--- config.mk ---
export PLATFORM = sky130hd
export DESIGN_NAME = post_entry_tx_fsm
export DESIGN_NICKNAME = d
export VERILOG_FILES = /design/src/rtl/post_entry_tx_fsm.sv
export SDC_FILE = /design/constraint.sdc
export NUM_CORES = 1
export LEC_CHECK = 0
export BUFFER_PORTS_ARGS = -buffer_cell sky130_fd_sc_hd__buf_2
export CORE_AREA = 2 2 39 41
export CTS_CLUSTER_DIAMETER = 100
export CTS_CLUSTER_SIZE = 30
export DETAILED_ROUTE_END_ITERATION = 12
export DIE_AREA = 0 0 41 43
export SLEW_MARGIN = 40
export SYNTH_ARGS = -nofsm -noshare
export SYNTH_HDL_FRONTEND = slang
export SYNTH_SLANG_ARGS = --single-unit
export TNS_END_PERCENT = 1
--- constraint.sdc ---
create_clock -name clk -period 4 [get_ports clk]
set_clock_uncertainty 0.2 [all_clocks]
set_input_delay 0.2 -clock clk [delete_from_list [all_inputs] [get_ports clk]]
set_output_delay 0.2 -clock clk [all_outputs]
set_load 0.05 [all_outputs]
--- src/rtl/post_entry_tx_fsm.sv ---
// Post-entry message sequencer: sends BYTE0, BYTE1, BYTE2 through the UART
// load/empty handshake after a start request, then pulses done for one cycle.
module post_entry_tx_fsm #(
  parameter logic [7:0] BYTE0 = 8'h4F,
  parameter logic [7:0] BYTE1 = 8'h4B,
  parameter logic [7:0] BYTE2 = 8'h0A
) (
  input  logic       clk,
  input  logic       rst_n,
  input  logic       start,
  input  logic       txempty,
  output logic       done,
  output logic [7:0] txdata,
  output logic       ldtxdata,
  output logic [3:0] o_state
);

  typedef enum logic [3:0] {
    S_INIT      = 4'd0,
    S_LOAD0     = 4'd1,
    S_WAITLOAD0 = 4'd2,
    S_WAITSEND0 = 4'd3,
    S_LOAD1     = 4'd4,
    S_WAITLOAD1 = 4'd5,
    S_WAITSEND1 = 4'd6,
    S_LOAD2     = 4'd7,
    S_WAITLOAD2 = 4'd8,
    S_WAITSEND2 = 4'd9,
    S_FINISH    = 4'd10
  } state_t;

  state_t r_state;
  state_t w_next;
  logic   r_done;

  always_ff @(posedge clk or negedge rst_n) begin
    if (!rst_n) begin
      r_state <= S_INIT;
      r_done  <= 1'b0;
    end else begin
      r_state <= w_next;
      r_done  <= (r_state == S_FINISH);
    end
  end

  // Handshake: ldtxdata is a one-cycle strobe that hands txdata to the UART;
  // txempty=1 means the UART can take the next byte and is only honoured in
  // WAITSENDn. WAITLOADn gives the UART one cycle to drop txempty after a load.
  always_comb begin
    w_next = r_state;
    case (r_state)
      S_INIT:      if (start) w_next = S_LOAD0;
      S_LOAD0:     w_next = S_WAITLOAD0;
      S_WAITLOAD0: w_next = S_WAITSEND0;
      S_WAITSEND0: if (txempty) w_next = S_LOAD1;
      S_LOAD1:     w_next = S_WAITLOAD1;
      S_WAITLOAD1: w_next = S_WAITSEND1;
      S_WAITSEND1: if (txempty) w_next = S_LOAD2;
      S_LOAD2:     w_next = S_WAITLOAD2;
      S_WAITLOAD2: w_next = S_WAITSEND2;
      S_WAITSEND2: if (txempty) w_next = S_FINISH;
      S_FINISH:    w_next = S_INIT;
      default:     w_next = S_INIT;
    endcase
  end

  always_comb begin
    ldtxdata = 1'b0;
    txdata   = 8'h00;
    case (r_state)
      S_LOAD0:     begin ldtxdata = 1'b1; txdata = BYTE0; end
      S_WAITLOAD0,
      S_WAITSEND0: txdata = BYTE0;
      S_LOAD1:     begin ldtxdata = 1'b1; txdata = BYTE1; end
      S_WAITLOAD1,
      S_WAITSEND1: txdata = BYTE1;
      S_LOAD2:     begin ldtxdata = 1'b1; txdata = BYTE2; end
      S_WAITLOAD2,
      S_WAITSEND2: txdata = BYTE2;
      default:     ;
    endcase
  end

  assign done    = r_done;
  assign o_state = r_state;

endmodule

==> flow_metrics.py, run 1 <==
metrics = {
    "run_status": {
        "status": "finished, final reports clean",
    },
    "setup_path": {
        "worstPathRequired_ns": 3.60,
        "arrival_ns": 1.61,
        "cp_max_fo": 16,
        "critPathTopFamily": "flip-flops",
        "endpoint_kind": "output pin",
        "crit_chain": "or3_1, o21a_1, buf_2",
        "timing.setup.critical_path_class": "flip-flop to output pin",
        "start_kind": "flip-flop",
        "critPathMaxStageDelay_ns": 0.55,
        "cp_slowest_cell": "dfrtp_1",
        "path_buf_inv": 1,
    },
    "global_route": {
        "grt_pass1_vias": 265,
        "overflow": 0,
        "grt_pass1_wl_mm": 1.13,
        "antenna_found_initial": 0,
        "grt_usage_pct": 10.1,
        "grt_max_degree": 17,
    },
    "clock_network": {
        "post-cts-setup-buffer-count": 0,
        "root_buffer": "clkbuf_4",
        "clock_latency_ns": 0.25,
        "clockBufferDepth": 2,
        "htreeDepth": 1,
        "cts.sink_count": 5,
        "clkTransAtPathRegs_ns": 0.04,
        "cts_made_buffers": 3,
        "cts_tree": "yes",
    },
    "synthesis": {
        "syn_area_sq_um": 367,
        "synth_edf_count": 0,
        "ys_seq_area_share_pct": 34.1,
        "synthDistinctLibCells": 20,
        "synth.top_cells.by_area": "dfrtp_1, buf_4, nand2_1",
        "avgSynthCellArea_sq_um": 8.15,
        "synth_most_common_cell": "buf_4",
        "yosysWarnings": 0,
        "syn_inst": 45,
        "synth_top_area_cell": "dfrtp_1",
        "ys_top_cells_by_count": "buf_4, nand2_1, nor2_1, dfrtp_1, o21ai_0",
        "synth_seq_cells": 5,
        "netlist.area_leader.share_pct": 34.1,
        "synth_async_sr_flop_share_pct": 100,
        "synth-main-ff-cell": "dfrtp_1",
    },
    "route": {
        "vias": 327,
        "drc": 0,
        "dr.pass1.iters": 4,
        "viasPerCell": 4.48,
        "drt_iter0_drc": 7,
        "wl_per_cell_microns": 9.78,
        "ant_nets": 0,
        "drt_wl_total_microns": 714,
    },
    "sta": {
        "post-route-period-util_pct": 50.3,
        "drv_slew": 0,
        "period_minus_slack_ns": 2.01,
        "grt_setup_unrepaired": "false",
        "fmax_mhz": 497,
        "hold_viol": 0,
        "setup_viol": 0,
        "layout_setup_ws_ns": 1.99,
        "tns_ns": 0,
    },
    "placement": {
        "place_area_sq_um": 399,
        "hpwl_microns": 484,
        "numPortBuffers": 14,
        "dp_slack_ns": 2.26,
        "gp_congestion": 0.701,
    },
    "min_path": {
        "hp-class": "primary input to flip-flop",
    },
    "die": {
        "die_y_microns": 43,
        "die-area_sq_um": 1760,
        "design.core.area_sq_um": 1380,
        "num_rows": 14,
        "io_pins": 18,
        "initial_core_util_pct": 26.5,
        "die_w_microns": 41,
    },
    "finish": {
        "antenna_cells": 0,
        "drive_above_1_share_pct": 31.6,
        "finalInstanceArea_sq_um": 435,
        "fin_nets": 62,
        "syn2layout_area_growth_pct": 18.8,
    },
    "run": {
        "cap_viol_max_count": 0,
    },
}
==> stage by stage <==
step / std cells / hold slack [ns] / utilization (%)
final: 73 / 0.0814 / 31.5
after global placement: 68 / -0.183 / 28.8
after floorplan: 47 / -0.296 / -
after detailed placement: 68 / -0.181 / 28.8
after CTS: 73 / 0.0744 / 31.5
after global routing: 73 / 0.0901 / 31.5
==> worst register-to-register path, cell delays in order, from the launching register on <==
cell and delay (ns):
dfrtp_1 0.63, nand2b_1 0.10, o22a_1 0.18, o22ai_1 0.14
==> registers in the layout, summed over array words and instances (netlist names) <==
signal   cells
done         1
o_state      4
==> area by class of cell <==
cell class | count | area [sq um]
clock buffer | 4 | 26.3
fill | 160 | 948
multi-input combinational | 33 | 184
sequential | 5 | 125
tap | 16 | 20.0
timing repair buffer | 15 | 80.1
==> kinds of logic after synthesis <==
kind of cell | share of synthesized area, %
buffers and inverters | 17.7
flip-flops | 34.1
XOR/XNOR | 4.78
AO/OA/AOI/OAI | 16.0
other | 1.02
AND/OR/NAND/NOR | 26.3
==> cell usage in the layout (no fill, tap or decap), types with 2 or more instances in the layout <==
| cell | n |
|---|---|
| a21oi_1 | 2 |
| buf_2 | 14 |
| o21ai_0 | 3 |
| clkbuf_4 | 3 |
| dfrtp_1 | 5 |
| xnor2_1 | 2 |
| conb_1 | 3 |
| nor2_1 | 6 |
| nand2_1 | 6 |
==> path summary, 6_finish.rpt <==
path / from / end / slack [ns] / cells after the start
max: o_state[1]$_DFFE_PN0P_ / txdata[1] / 1.99 / 3
min: txempty / o_state[2]$_DFFE_PN0P_ / 0.08 / 3
max reg2reg: o_state[1]$_DFFE_PN0P_ / o_state[1]$_DFFE_PN0P_ / 2.65 / 3
min reg2reg: o_state[3]$_DFFE_PN0P_ / o_state[2]$_DFFE_PN0P_ / 0.48 / 1
max in group asynchronous: rst_n / o_state[1]$_DFFE_PN0P_ / 3.37 / 2
min in group asynchronous: rst_n / o_state[3]$_DFFE_PN0P_ / 0.10 / 2
==> metal layers <==
| metal | vias up | part of all wire (%) | GRT usage, % |
|---|---|---|---|
| li1 | 168 | - | - |
| met2 | 11 | 43 | 11.9 |
| met4 | 0 | 0 | 2.00 |
| met3 | 0 | 11 | 9.42 |
| met1 | 148 | 46 | 13.4 |
| met5 | - | 0 | 0 |
==> what timing repair did <==
action | in CTS | in global routing
hold buffers | 1 | 0
endpoints found under the hold margin | 5 | 0
endpoints found under the setup margin | 0 | 0
resized for setup | 0 | 0
Power of run 1 is left out: the tool's default activity adds up to more than one toggle a clock period on the data nets, which glitch-free logic cannot reach.
==> inputs of run 2 (changes only) <==
Settings changed: ABC_AREA set to 1.
Clock period 4 ns to 2 ns, I/O delays scaled along.
==> run 2 against run 1 <==
Against the previous run: die area is the same; core utilization rose by 4.8 points; cell count increased by 22%; global-route usage increased by 1.5 points; synthesized cell count up 24%; non-clock buffer count grew 2; critical path depth is 1 higher; area after synthesis up 2.4%; via count up 18%; flip-flop and latch count did not move; largest cell class unchanged; critical path type unchanged; final area grew 15%.
==> flow_metrics.py, run 2 <==
metrics = {
    "synthesis": {
        "netlist.area_leader.share_pct": 33.3,
        "synth_seq_cells": 5,
        "muxShareOfSynthArea_pct": 0,
        "synth_top_family_by_area": "simple AND/OR/NAND/NOR gates",
        "synth_compound_area_share_pct": 8.00,
        "synth_async_sr_flop_share_pct": 100,
        "synth_xor_area_share_pct": 0,
        "yosysWarnings": 0,
        "synthAdderAreaFrac_pct": 0,
        "synthDistinctLibCells": 19,
        "synth_edf_count": 0,
        "syn_inst": 56,
        "synth_most_common_cell": "nand2_1",
        "synthSimpleGateAreaFrac_pct": 38.7,
        "synth-main-ff-cell": "dfrtp_1",
        "synth.top_cells.by_area": "dfrtp_1, nand2_1, buf_4",
        "ys_top_cells_by_count": "nand2_1, nor2_1, buf_4, dfrtp_1, inv_1",
        "syn_area_sq_um": 375,
        "synth_top_area_cell": "dfrtp_1",
        "avgSynthCellArea_sq_um": 6.70,
        "ys_seq_area_share_pct": 33.3,
    },
    "route": {
        "vias": 385,
        "drt_wl_total_microns": 775,
        "drc": 0,
        "viasPerCell": 4.33,
        "dr.pass1.iters": 4,
        "wl_per_cell_microns": 8.71,
        "drt_iter0_drc": 13,
        "ant_nets": 0,
    },
    "finish": {
        "largest_register_ffs": 4,
        "syn2layout_area_growth_pct": 33.7,
        "final_common_cell": "nand2_1",
        "fin_nets": 78,
        "final_cell_mix": "nand2_1, buf_2, nor2_1",
        "antenna_cells": 0,
        "final_core_util_pct": 36.3,
        "drive_above_1_share_pct": 37.0,
    },
    "clock_network": {
        "cts_tree": "yes",
        "post-cts-setup-buffer-count": 0,
        "ctsHoldBuffers": 3,
        "ctsResizeCount": 0,
        "root_buffer": "clkbuf_4",
        "htreeDepth": 1,
        "clkTransAtPathRegs_ns": 0.04,
        "cts_made_buffers": 3,
        "clockBufferDepth": 2,
        "clock_latency_ns": 0.24,
        "cts.sink_count": 5,
    },
    "min_path": {
        "hp-class": "primary input to flip-flop",
        "worstHoldEndpoint": "o_state[1]$_DFFE_PN0P_",
        "holdPathStages": 4,
        "worstHoldStart": "start",
    },
    "sta": {
        "grt_setup_unrepaired": "false",
        "hold_viol": 0,
        "drv_slew": 0,
        "period_minus_slack_ns": 1.77,
        "setup_viol": 0,
        "fmax_mhz": 564,
        "post-route-period-util_pct": 88.7,
    },
    "placement": {
        "gp_congestion": 0.841,
        "hpwl_microns": 656,
        "numPortBuffers": 14,
    },
    "die": {
        "initial_core_util_pct": 27.1,
        "die-area_sq_um": 1760,
        "die_w_microns": 41,
        "num_rows": 14,
        "design.core.area_sq_um": 1380,
        "io_pins": 18,
        "die_y_microns": 43,
    },
    "global_route": {
        "overflow": 0,
        "grt_usage_pct": 11.6,
        "grt_max_degree": 10,
        "grt_pass1_vias": 327,
        "antenna_found_initial": 0,
        "grt_pass1_wl_mm": 1.30,
    },
    "setup_path": {
        "ff2ff_path_depth": 6,
        "regToRegStartpoint": "o_state[3]$_DFFE_PN0P_",
        "timing.setup.critical_path_class": "flip-flop to output pin",
        "worstPathRequired_ns": 1.70,
        "r2r_slack_ns": 0.54,
        "start_kind": "flip-flop",
        "arrival_ns": 1.47,
        "startpoint": "o_state[3]$_DFFE_PN0P_",
        "timing.rr.end": "o_state[0]$_DFFE_PN0P_",
        "cp_max_fo": 9,
        "endpoint_kind": "output pin",
    },
    "run": {
        "cap_viol_max_count": 0,
    },
    "run_status": {
        "status": "finished, final reports clean",
    },
}
## run 2: cell types whose count changed after synthesis, moves of 2 or more
cell / delta
inv_2: +2
nand2_1: +12
buf_4: -3
xnor2_1: -2
inv_1: +4
## run 2: cell families (layout without fill, tap and decap cells)
group                  Yosys count  in the layout
AND/OR/NAND/NOR                 33             33
buffers and inverters           12             27
AO/OA/AOI/OAI                    5              5
flip-flops                       5              5
other                            1              3
## run 2: worst max-delay path by stage
stage	cells after the start	slack, ns	endpoint
floorplan	5	-0.29	txdata[3]
global placement	4	0.50	ldtxdata
detailed placement	4	0.48	ldtxdata
CTS	4	0.21	ldtxdata
global route	4	0.12	ldtxdata
finish	4	0.23	ldtxdata
## run 2: worst max-delay path, stage by stage, from the launching register on
cell     delay, ns
dfrtp_1       0.49
nor2_2        0.23
o21ai_0       0.13
o31ai_2       0.08
buf_2         0.30
## run 2: metrics by stage
step	worst slack, ns	setup TNS (ns)	instance area (sq um)	instances	hold WS, ns
finish	0.226	0	502	89	0.0653
detailed placement	0.478	0	445	82	-0.285
floorplan	-0.294	-0.632	408	58	-0.396
global route	0.122	0	502	89	0.0942
CTS	0.215	0	502	89	0.0629
global placement	0.503	0	445	82	-0.285
## run 2: layout make-up
| class | count | area [sq um] |
|---|---|---|
| multi-input cells | 41 | 205 |
| fillers | 152 | 882 |
| repair buffers | 17 | 100 |
| well taps | 16 | 20.0 |
| flip-flops and latches | 5 | 128 |
| clock buffers | 4 | 26.3 |
| inverters | 6 | 22.5 |
## run 2: per-layer routing
layer / wire length (microns) / track usage, %
met5: 0 / 0
met4: 0 / 6.00
met3: 87 / 6.28
met2: 361 / 16.6
met1: 327 / 13.4
Power of run 2 is left out for the same reason.
